File: src/rtl/expr_vector_sequencer.sv
`default_nettype none
// ============================================================================
// Module      : expr_vector_sequencer
// Description : Sweeps all eight {a1,a2,a3} vectors into the expression block
//               b = (a1|a2)&(a2&a3), checks b against a golden model and
//               reports per-vector mismatches, an error count and a verdict.
// Revision    : 1.0 - initial release
// ============================================================================
module expr_vector_sequencer #(
   parameter int HOLD_CYCLES = 2
) (
   input  logic       clk,
   input  logic       rst_n,
   input  logic       start,
   input  logic       b,
   output logic       a1,
   output logic       a2,
   output logic       a3,
   output logic [2:0] vec_idx,
   output logic       busy,
   output logic       mismatch,
   output logic [3:0] err_count,
   output logic       done,
   output logic       pass
);

   localparam logic [1:0] c_IDLE  = 2'd0;
   localparam logic [1:0] c_APPLY = 2'd1;
   localparam logic [1:0] c_CHECK = 2'd2;
   localparam logic [1:0] c_DONE  = 2'd3;

   // HOLD_CYCLES is at most 256, so the reload value always fits in 8 bits.
   localparam logic [7:0] c_RELOAD = 8'(HOLD_CYCLES - 1);

   logic [1:0] r_state;
   logic [7:0] r_cnt;
   logic [2:0] r_vec;
   logic       r_busy;
   logic       r_mismatch;
   logic [3:0] r_err;
   logic       r_done;
   logic       r_pass;

   logic       w_expected;
   logic       w_fail;
   logic [3:0] w_err_next;

   always_comb begin
      w_expected = (r_vec[2] | r_vec[1]) & (r_vec[1] & r_vec[0]);
      w_fail     = (b != w_expected);
      w_err_next = r_err + {3'b000, w_fail};
   end

   always_ff @(posedge clk) begin
      if (!rst_n) begin
         r_state    <= c_IDLE;
         r_cnt      <= 8'd0;
         r_vec      <= 3'd0;
         r_busy     <= 1'b0;
         r_mismatch <= 1'b0;
         r_err      <= 4'd0;
         r_done     <= 1'b0;
         r_pass     <= 1'b0;
      end else begin
         r_mismatch <= 1'b0;
         case (r_state)
            c_IDLE, c_DONE: begin
               if (start) begin
                  r_state <= c_APPLY;
                  r_vec   <= 3'd0;
                  r_err   <= 4'd0;
                  r_done  <= 1'b0;
                  r_pass  <= 1'b0;
                  r_busy  <= 1'b1;
                  r_cnt   <= c_RELOAD;
               end
            end
            c_APPLY: begin
               if (r_cnt != 8'd0) begin
                  r_cnt <= r_cnt - 8'd1;
               end else begin
                  r_state <= c_CHECK;
               end
            end
            c_CHECK: begin
               if (w_fail) begin
                  r_err      <= w_err_next;
                  r_mismatch <= 1'b1;
               end
               if (r_vec != 3'd7) begin
                  r_vec   <= r_vec + 3'd1;
                  r_cnt   <= c_RELOAD;
                  r_state <= c_APPLY;
               end else begin
                  // Verdict uses the count including this last vector's result.
                  r_state <= c_DONE;
                  r_busy  <= 1'b0;
                  r_done  <= 1'b1;
                  r_pass  <= (w_err_next == 4'd0);
                  r_vec   <= 3'd0;
               end
            end
            default: r_state <= c_IDLE;
         endcase
      end
   end

   assign a1        = r_vec[2];
   assign a2        = r_vec[1];
   assign a3        = r_vec[0];
   assign vec_idx   = r_vec;
   assign busy      = r_busy;
   assign mismatch  = r_mismatch;
   assign err_count = r_err;
   assign done      = r_done;
   assign pass      = r_pass;

endmodule
`default_nettype wire

File: config.mk
export PLATFORM = sky130hd
export DESIGN_NAME = expr_vector_sequencer
export DESIGN_NICKNAME = d
export VERILOG_FILES = /design/src/rtl/expr_vector_sequencer.sv
export SDC_FILE = /design/constraint.sdc
export NUM_CORES = 1
export LEC_CHECK = 0
export ABC_AREA = 1
export BUFFER_PORTS_ARGS = -buffer_cell sky130_fd_sc_hd__buf_2
export CAP_MARGIN = 0
export CORE_ASPECT_RATIO = 0.8
export CORE_MARGIN = 4
export CORE_UTILIZATION = 56
export DETAILED_ROUTE_END_ITERATION = 10
export GPL_TIMING_DRIVEN = 1
export PLACE_DENSITY = 0.9
export SETUP_SLACK_MARGIN = 0.5
export SLEW_MARGIN = 25
export SYNTH_ARGS = -nofsm -noshare
export SYNTH_HDL_FRONTEND = slang
export SYNTH_SLANG_ARGS = --single-unit
File: constraint.sdc
create_clock -name clk -period 2.36 [get_ports clk]
set_input_delay 0.472 -clock clk [delete_from_list [all_inputs] [get_ports clk]]
set_output_delay 0.472 -clock clk [all_outputs]
set_load 0.03 [all_outputs]
* Word-level counts from Yosys, hierarchy flattened
Cells that the tools add are included.
Word-level totals: register bits 21, word-level logic and storage cells 59
Cells by class: add/subtract/negate cells 3, eq/ne operators 11, mux-type cells 23, bitwise operators 3, reductions and logical operators 11
Operator list (count):
- $mux 8 | 3
- $pmux 8 s3 | 1
- $ne 2x2->1 const B | 6
- $reduce_and 3->1 | 3
- $mux 4 | 2
- $pmux 4 s2 | 1
- $reduce_bool 8->1 | 1
- $sub 8x1->8 const B | 1
- $mux 1 | 6
- $mux 2 | 3
- $mux 3 | 2
- $pmux 1 s2 | 3
- $pmux 2 s3 | 1
- $pmux 3 s2 | 1
- $reduce_and 2->1 | 3
- $add 4x1->4 | 1
- $eq 2x2->1 const B | 2
- $logic_not 4->1 | 1
- $add 3x1->3 const B | 1
- $ne 3x3->1 const B | 1
- $and 1x1->1 | 2
- $eq 2x1->1 const B | 1
- $logic_not 2->1 | 1
- $reduce_bool 2->1 | 1
- other kinds (3) | 3

* Longest topological paths before layout
Gate-level depths: netlist of run 1.
depth in word-level cells 7, mapped depth 12, depth with buffers taken out 12

* Least setup slack after synthesis of run 1
OpenSTA, ideal clock, no wires.
path kind register -> register, from reg r_vec[0] (netlist: vec_idx[0]), to reg r_pass (netlist: pass), arrival 1939 ps, data required time 2301 ps, setup slack 362 ps, cell stages (with the launch flop) 11, path buffers 0, clock period less this slack 1998 ps, path through dfxtp_1 ha_1 nand2_1 nand2_1 nand2_1 ha_1 ha_1 nor3_1 nand2_1 a211o_1 nand2_1
Between the ends: cells in the longest elaborated chain, start to end 7, elaborated cells between the ends (all ways) 10, classes of those cells add/sub (1); eq/ne (3); mux (2); bitwise (2); reduce/logical (2)
RTL lines:
- start, declared | line 37 | logic [2:0] r_vec;
- start signal, assigned | line 91 | r_vec <= r_vec + 3'd1;
- $and 1x1->1 (2 in series) | line 49 | w_expected = (r_vec[2] | r_vec[1]) & (r_vec[1] & r_vec[0]);
- $ne 1x1->1 | line 50 | w_fail = (b != w_expected);
- via w_fail | line 45 | logic w_fail;
- $add 4x1->4 | line 51 | w_err_next = r_err + {3'b000, w_fail};
- $logic_not 4->1 | line 99 | r_pass <= (w_err_next == 4'd0);
- $mux 1 | line 90 | if (r_vec != 3'd7) begin
- $pmux 1 s2 | line 66 | case (r_state)
- end signal, assigned | line 99
- end, declared | line 42 | logic r_pass;
The timed path passes the listed nets, and every way through them passes these cells. The select of a mux whose other input is x is not followed. A chain may end at the register's enable or synchronous reset.

* Worst setup path after layout of run 1
from reg r_vec[1] (netlist: vec_idx[1]), to reg r_pass (netlist: pass)
Between the ends: cells in the longest elaborated chain, start to end 7, elaborated cells between the ends (all ways) 11, classes of those cells add/sub (1); eq/ne (3); mux (2); bitwise (3); reduce/logical (2)
RTL lines (line):
- $or 1x1->1 or $and 1x1->1 (tied branches) | 49
- $and 1x1->1 * | 49
- $ne 1x1->1 * | 50
- via w_fail | 45
- $add 4x1->4 * | 51
- $logic_not 4->1 * | 99
- $mux 1 * | 90
- $pmux 1 s2 * | 66
Mark *: on every way through the listed nets, which the timed path passes. The rest lies on a longest branch. The select of a mux whose other input is x is not followed.

==> qor.txt, run 1 <==
All-Layer GR Usage = 0.178
GRT Max-Usage Layer = met2
# hold bufs at CTS = 0
Core Area = 0.00220 mm^2
flops & latches, synth = 21
Seq pwr share = 0.293
xor/xnor share of the synthesized area = 0.0133
P&R area growth vs syn = 10.9%
post-route ant nets = 0
Starting Density = 0.598
clock sinks = 21
crit-path max FO = 3
DR WL/cell = 11.8 um
Die Y = 51.3 um
highest clock rate = 581 MHz
Clock power frac = 0.093
Buffers on Ports = 17
CTS Buf Count = 3
Synth Area in Simple Gates = 0.394
Worst path most repeated cell = nand2_1
Power, Total = 0.00191 W
met3 GRT Util = 0.0527
nets = 222
clk buf depth = 2
final hold viol count = 0
first-pass iteration count of the detailed router = 6
die area = 0.00319 mm^2
min Tclk post-route = 1.72 ns
largest net degree at the start of global routing = 13
layout cells sized above 1 = 0.216
MaxCap Viol Count = 0
min-delay src = rst_n
peak supply drop = 0.883 mV
Static Leak = 0.752 nW
syn_nets = 204
flop-to-flop setup slack = 0.64 ns
Combinational Power Share = 0.615
Clock Latency Late Sink = 0.31 ns
I/O Pins = 18
combinational family with the most area after synthesis = simple AND/OR/NAND/NOR gates
Critical Path RT = 2.63 ns
WP data arrival = 1.99 ns
Vias = 1,212
routed wire length = 2760 um
worst slew pin tran = 0.485 ns
Net Switching = 0.000984 W
Synth Area in Compound Gates = 0.0782
Layout Skew = 0.00403 ns
Syn. warnings = 0
status = finished, final reports clean
ranking of synthesized cells by area = dfxtp_1, nand2_1, ha_1, nor2_1, nand3_1
DRC Markers = 0
Critical R2R Capture = pass
P per Cell Area = 1310 mW/mm^2
global routing usage on met1 = 0.218
CP Launch Type = flip-flop
syn_area_per_cell = 6.87 um^2
std cell rows = 15
Worst-path clk slew = 0.12 ns
first-pass GRT wire length = 4480 um
Int Pwr = 0.000926 W
slew margin rel. = 0.677
Fin Setup TNS = 0 ns
worst reg2reg path depth = 9
Yosys cell types = 31
Setup crit end kind = flip-flop
initial DRC count = 37
reg2reg start = vec_idx[1]
RSZ-0062 raised after global routing = false
sequential fraction of the synthesis area = 0.320
global-route met2 utilization = 0.293
fin crit share = 0.730
Worst Hold Class = in -> reg
Worst path slowest cell = dfxtp_2
Synth top area share = 0.320
vias per cell = 5.20
# setup viols final = 0
clock root buffer master = clkbuf_4
peak per-stage delay on the critical path = 0.36 ns
vias in the first global route = 1,057
hold path depth = 3
Placer Congestion = 0.827
H-tree depth = 1
post-synthesis adder-cell area fraction = 0.0858
post-route design area = 0.00146 mm^2
Worst Hold Path EP = err_count[3]
antenna violations before repair = 0
mux share of post-synthesis cell area = 0
total congestion overflow = 0
sw frac = 0.515
crit-path cells = ha_2 -> nand3b_1 -> nand2_1 -> ha_2 -> ha_4 -> nor3_2 -> nand2_1 -> a211o_1 -> nand2_1
DP HPWL = 2030 um
Syn Inst Count = 191
area leader, netlist = dfxtp_1
final slew viol count = 0
worst setup path class = reg -> reg
CTS tree = done
Die Wd = 62.1 um
Syn Std Cell Area = 0.00131 mm^2
Ant. Diodes = 0
Area after DPL = 0.00139 mm^2
state kept, by name, summed over array words and instances, names as in the netlist:
name	count
pass	1
done	1
r_cnt	8
busy	1
err_count	4
r_state	2
vec_idx	3
mismatch	1
final cells by class:
| type | count | area [um^2] |
|---|---|---|
| multi-input cells | 138 | 772 |
| repair buffers | 19 | 100 |
| flip-flops and latches | 21 | 424 |
| inverters | 26 | 100 |
| clock buffers | 3 | 22.5 |
| well taps | 25 | 31.3 |
| fillers | 199 | 741 |
| clock inverters | 1 | 5.00 |
worst max-delay path by stage:
stage,start,endpoint,cells after the start
after floorplan,vec_idx[0],pass,10
after global placement,b,pass,9
after detailed placement,b,pass,9
after CTS,vec_idx[1],pass,10
after global routing,vec_idx[1],pass,10
final,vec_idx[1],pass,9
placed cells by master, fill, tap and decap left out, types with 2 or more instances in the layout:
cell	synthesis	layout
nand2_4	3	3
inv_1	22	22
inv_2	3	3
ha_1	9	6
clkbuf_4	0	3
nor3_1	3	2
nand2_1	46	46
a21oi_1	10	10
ha_2	0	2
nor2_1	30	30
dfxtp_1	21	18
a21oi_2	2	2
buf_4	3	2
nand4_1	2	2
nand3_1	19	19
dfxtp_2	0	3
buf_2	1	17
synth_stat cells (all sizes together):
cell and instances:
a211oi 1, dfxtp 21, nand3b 1, xor2 1, nor3 3, a21oi 12
xnor2 1, nand2 50, and3 1, nand3 20, ha 9, buf 5
clkbuf 1, inv 26, nand4 2, o21ai 3, nor2 33, a211o 1
power groups by stage:
stage / Combinational [W] / Clock (W) / Sequential, W
final: 0.00117 / 0.000177 / 0.000559
after global routing: 0.00132 / 0.000199 / 0.000572
after CTS: 0.00114 / 0.000186 / 0.000553
after detailed placement: 0.00112 / 0 / 0.000563
after global placement: 0.00110 / 0 / 0.000558
after floorplan: 0.000852 / 0 / 0.000633
metal layers:
metal,up-vias,part of all wire
met5,-,0
met4,0,0.013
met3,6,0.069
met2,36,0.46
met1,535,0.46
li1,635,-
stage by stage:
stage	std cells	setup slack, ns	hold slack, ns	utilization
floorplan	191	0.505	0.453	-
global placement	227	0.535	0.473	0.633
detailed placement	227	0.471	0.478	0.633
CTS	232	0.512	0.449	0.650
global route	233	0.536	0.453	0.663
finish	233	0.638	0.460	0.663
logic make-up (layout without fill, tap and decap cells):
group / after synthesis / count (layout)
AND/OR/NAND/NOR: 110 / 110
buffers and inverters: 32 / 49
adder cells (fa/ha/maj): 9 / 9
AO/OA/AOI/OAI: 17 / 17
XOR/XNOR: 2 / 2
flip-flops: 21 / 21
critical path: cells and delay by family, from the launching register on:
kind            cells  cell delay, ns
flops               1            0.36
simple gates        5            0.47
compound gates      1            0.22
fa+ha+maj           3            0.63
what timing repair did:
item	4_1_cts	5_1_grt
pin swaps	0	1
cloned	0	0
setup buffers	1	1
endpoints found under the setup margin	1	2
hold endpoints to repair	0	0
gates resized for setup	1	3
Note: power is estimated with default switching activity, not from simulation.
==> run 2, diff against run 1 <==
- CORE_UTILIZATION: 56 -> 51
- PLACE_DENSITY: 0.9 -> 0.87
- clock period: 2.36 -> 1.5 ns (I/O delays scaled with it)
==> run 2 against run 1 <==
Compared with the run above: the run now ends with negative setup slack left; worst hold slack worse by 0.18 ns; sequential power up 67%; total power increased by 130%; cell area grew 46%.
==> qor.txt, run 2 (synthesis gave the netlist of run 1 again) <==
Net Switching = 0.00213 W
failing checks = negative setup slack
CTS tree = done
commonest non-fill, non-tap cell in the layout = nand2_1
Critical Path RT = 1.78 ns
Worst path most repeated cell = ha_4
layout cells sized above 1 = 0.569
CP bufs+invs = 0
crit-path max FO = 3
# setup viols final = 14
final slew viol count = 0
Combinational Power Share = 0.715
Placer Congestion = 0.784
sw frac = 0.493
I/O Pins = 18
Worst-path clk slew = 0.14 ns
CP startpoint = vec_idx[0]
fin crit share = 1.14
clock sinks = 21
Core Area = 0.00246 mm^2
MaxCap Viol Count = 0
clk buf depth = 2
Clock power frac = 0.069
std cell rows = 16
met3 GRT Util = 0.0552
WP data arrival = 1.99 ns
Vias = 1,475
Worst Setup Slack post-DPL = -0.129 ns
highest clock rate = 584 MHz
Die Wd = 64.7 um
P&R area growth vs syn = 61.8%
Die Y = 53.4 um
DR WL/cell = 15.7 um
Non-Filler Instances = 275
initial DRC count = 59
total congestion overflow = 0
Buffers on Ports = 17
CP delay by family, top = adder cells
Hold Worst Slack = 0.284 ns
largest net degree at the start of global routing = 12
DP HPWL = 2150 um
Fin Setup TNS = -1.32 ns
global routing usage on met1 = 0.217
clock root buffer master = clkbuf_4
Clock Latency Late Sink = 0.32 ns
placed cells = 245
min Tclk post-route = 1.71 ns
Starting Density = 0.533
CP Launch Type = flip-flop
Worst Hold Class = in -> reg
Static Leak = 0.966 nW
Layout Skew = 0.00960 ns
antenna violations before repair = 0
nets = 253
Setup crit end kind = flip-flop
P per Cell Area = 2040 mW/mm^2
max reg flops = 8
H-tree depth = 1
GRT Max-Usage Layer = met2
Util after Layout = 0.862
commonest non-fill, non-tap cells in the layout = nand2_1, nor2_1, buf_6
status = finished, violations left
All-Layer GR Usage = 0.230
routed wire length = 4310 um
crit-path cells = ha_4 -> nand3b_1 -> nand2_2 -> ha_4 -> ha_4 -> nor3_4 -> nand2_1 -> a211o_1 -> nand2_1
vias per cell = 5.36
min-delay src = rst_n
Seq pwr share = 0.215
global-route met2 utilization = 0.452
Ant. Diodes = 0
worst setup path class = reg -> reg
post-route ant nets = 0
slew margin rel. = 0.837
die area = 0.00345 mm^2
Top reg by flops = r_cnt
number of fillers in the final layout = 130
first-pass iteration count of the detailed router = 4
# hold bufs at CTS = 0
final hold viol count = 0
DRC Markers = 0
first-pass GRT wire length = 5950 um
vias in the first global route = 1,407
peak supply drop = 1.44 mV
CTS Buf Count = 3
reg2reg start = vec_idx[0]
Worst path slowest cell = dfxtp_4
peak per-stage delay on the critical path = 0.38 ns
Final Worst Setup Slack = -0.213 ns
RSZ-0062 raised after global routing = true
Int Pwr = 0.00219 W
worst slew pin tran = 0.243 ns
run 2: cell count changes in the layout (fill, tap and decap cells not counted), moves of 9 or more:
| cell | before | now |
|---|---|---|
| nand2_2 | 1 | 14 |
| dfxtp_1 | 18 | 8 |
| buf_6 | 0 | 25 |
| nand2_1 | 46 | 30 |
| nand3_1 | 19 | 10 |
| buf_2 | 17 | 3 |
| buf_4 | 2 | 22 |
run 2: per-layer routing:
metal  wire (um)  vias up
li1            -      700
met1        1630      703
met2        2290       58
met3         201       14
met4         184        0
met5           0        -
run 2: what timing repair did:
item,4_1_cts,5_1_grt
setup endpoints to repair,34,35
cloned,0,0
pin swaps,24,14
buffers inserted,15,11
gates resized for setup,80,27
run 2: power groups by stage:
stage | registers [W] | logic (W) | clock network, W
2_1_floorplan | 0.00102 | 0.00147 | 0
3_3_place_gp | 0.000890 | 0.00194 | 0
3_5_place_dp | 0.000896 | 0.00200 | 0
4_1_cts | 0.000909 | 0.00247 | 0.000292
5_1_grt | 0.000944 | 0.00335 | 0.000318
6_report | 0.000931 | 0.00309 | 0.000300
run 2: path summary, 6_finish.rpt:
path	endpoint	cells after the start	slack (ns)
worst max-delay path	pass	9	-0.21
worst min-delay path	err_count[0]	3	0.28
worst max register to register	pass	9	-0.21
worst min register to register	done	2	0.51
run 2: tightest hold or removal path, delay by kind of cell:
family / cells / cell delay [ns]
buffers and inverters: 1 / 0.16
and+or+nand+nor: 2 / 0.12
run 2: area by class of cell:
cell class	instances	area, um^2	area share
Inverter	26	113	0.0530
Clock buffer	4	26.3	0.0124
Multi-Input combinational cell	138	1030	0.484
Sequential cell	21	449	0.212
Timing Repair Buffer	50	462	0.217
Tap cell	36	45.0	0.0212
run 2: metrics by stage:
step                area, um^2  power, W
floorplan                 1390   0.00249
global placement          1530   0.00283
detailed placement        1530   0.00289
CTS                       1940   0.00367
global route              2120   0.00461
finish                    2120   0.00433
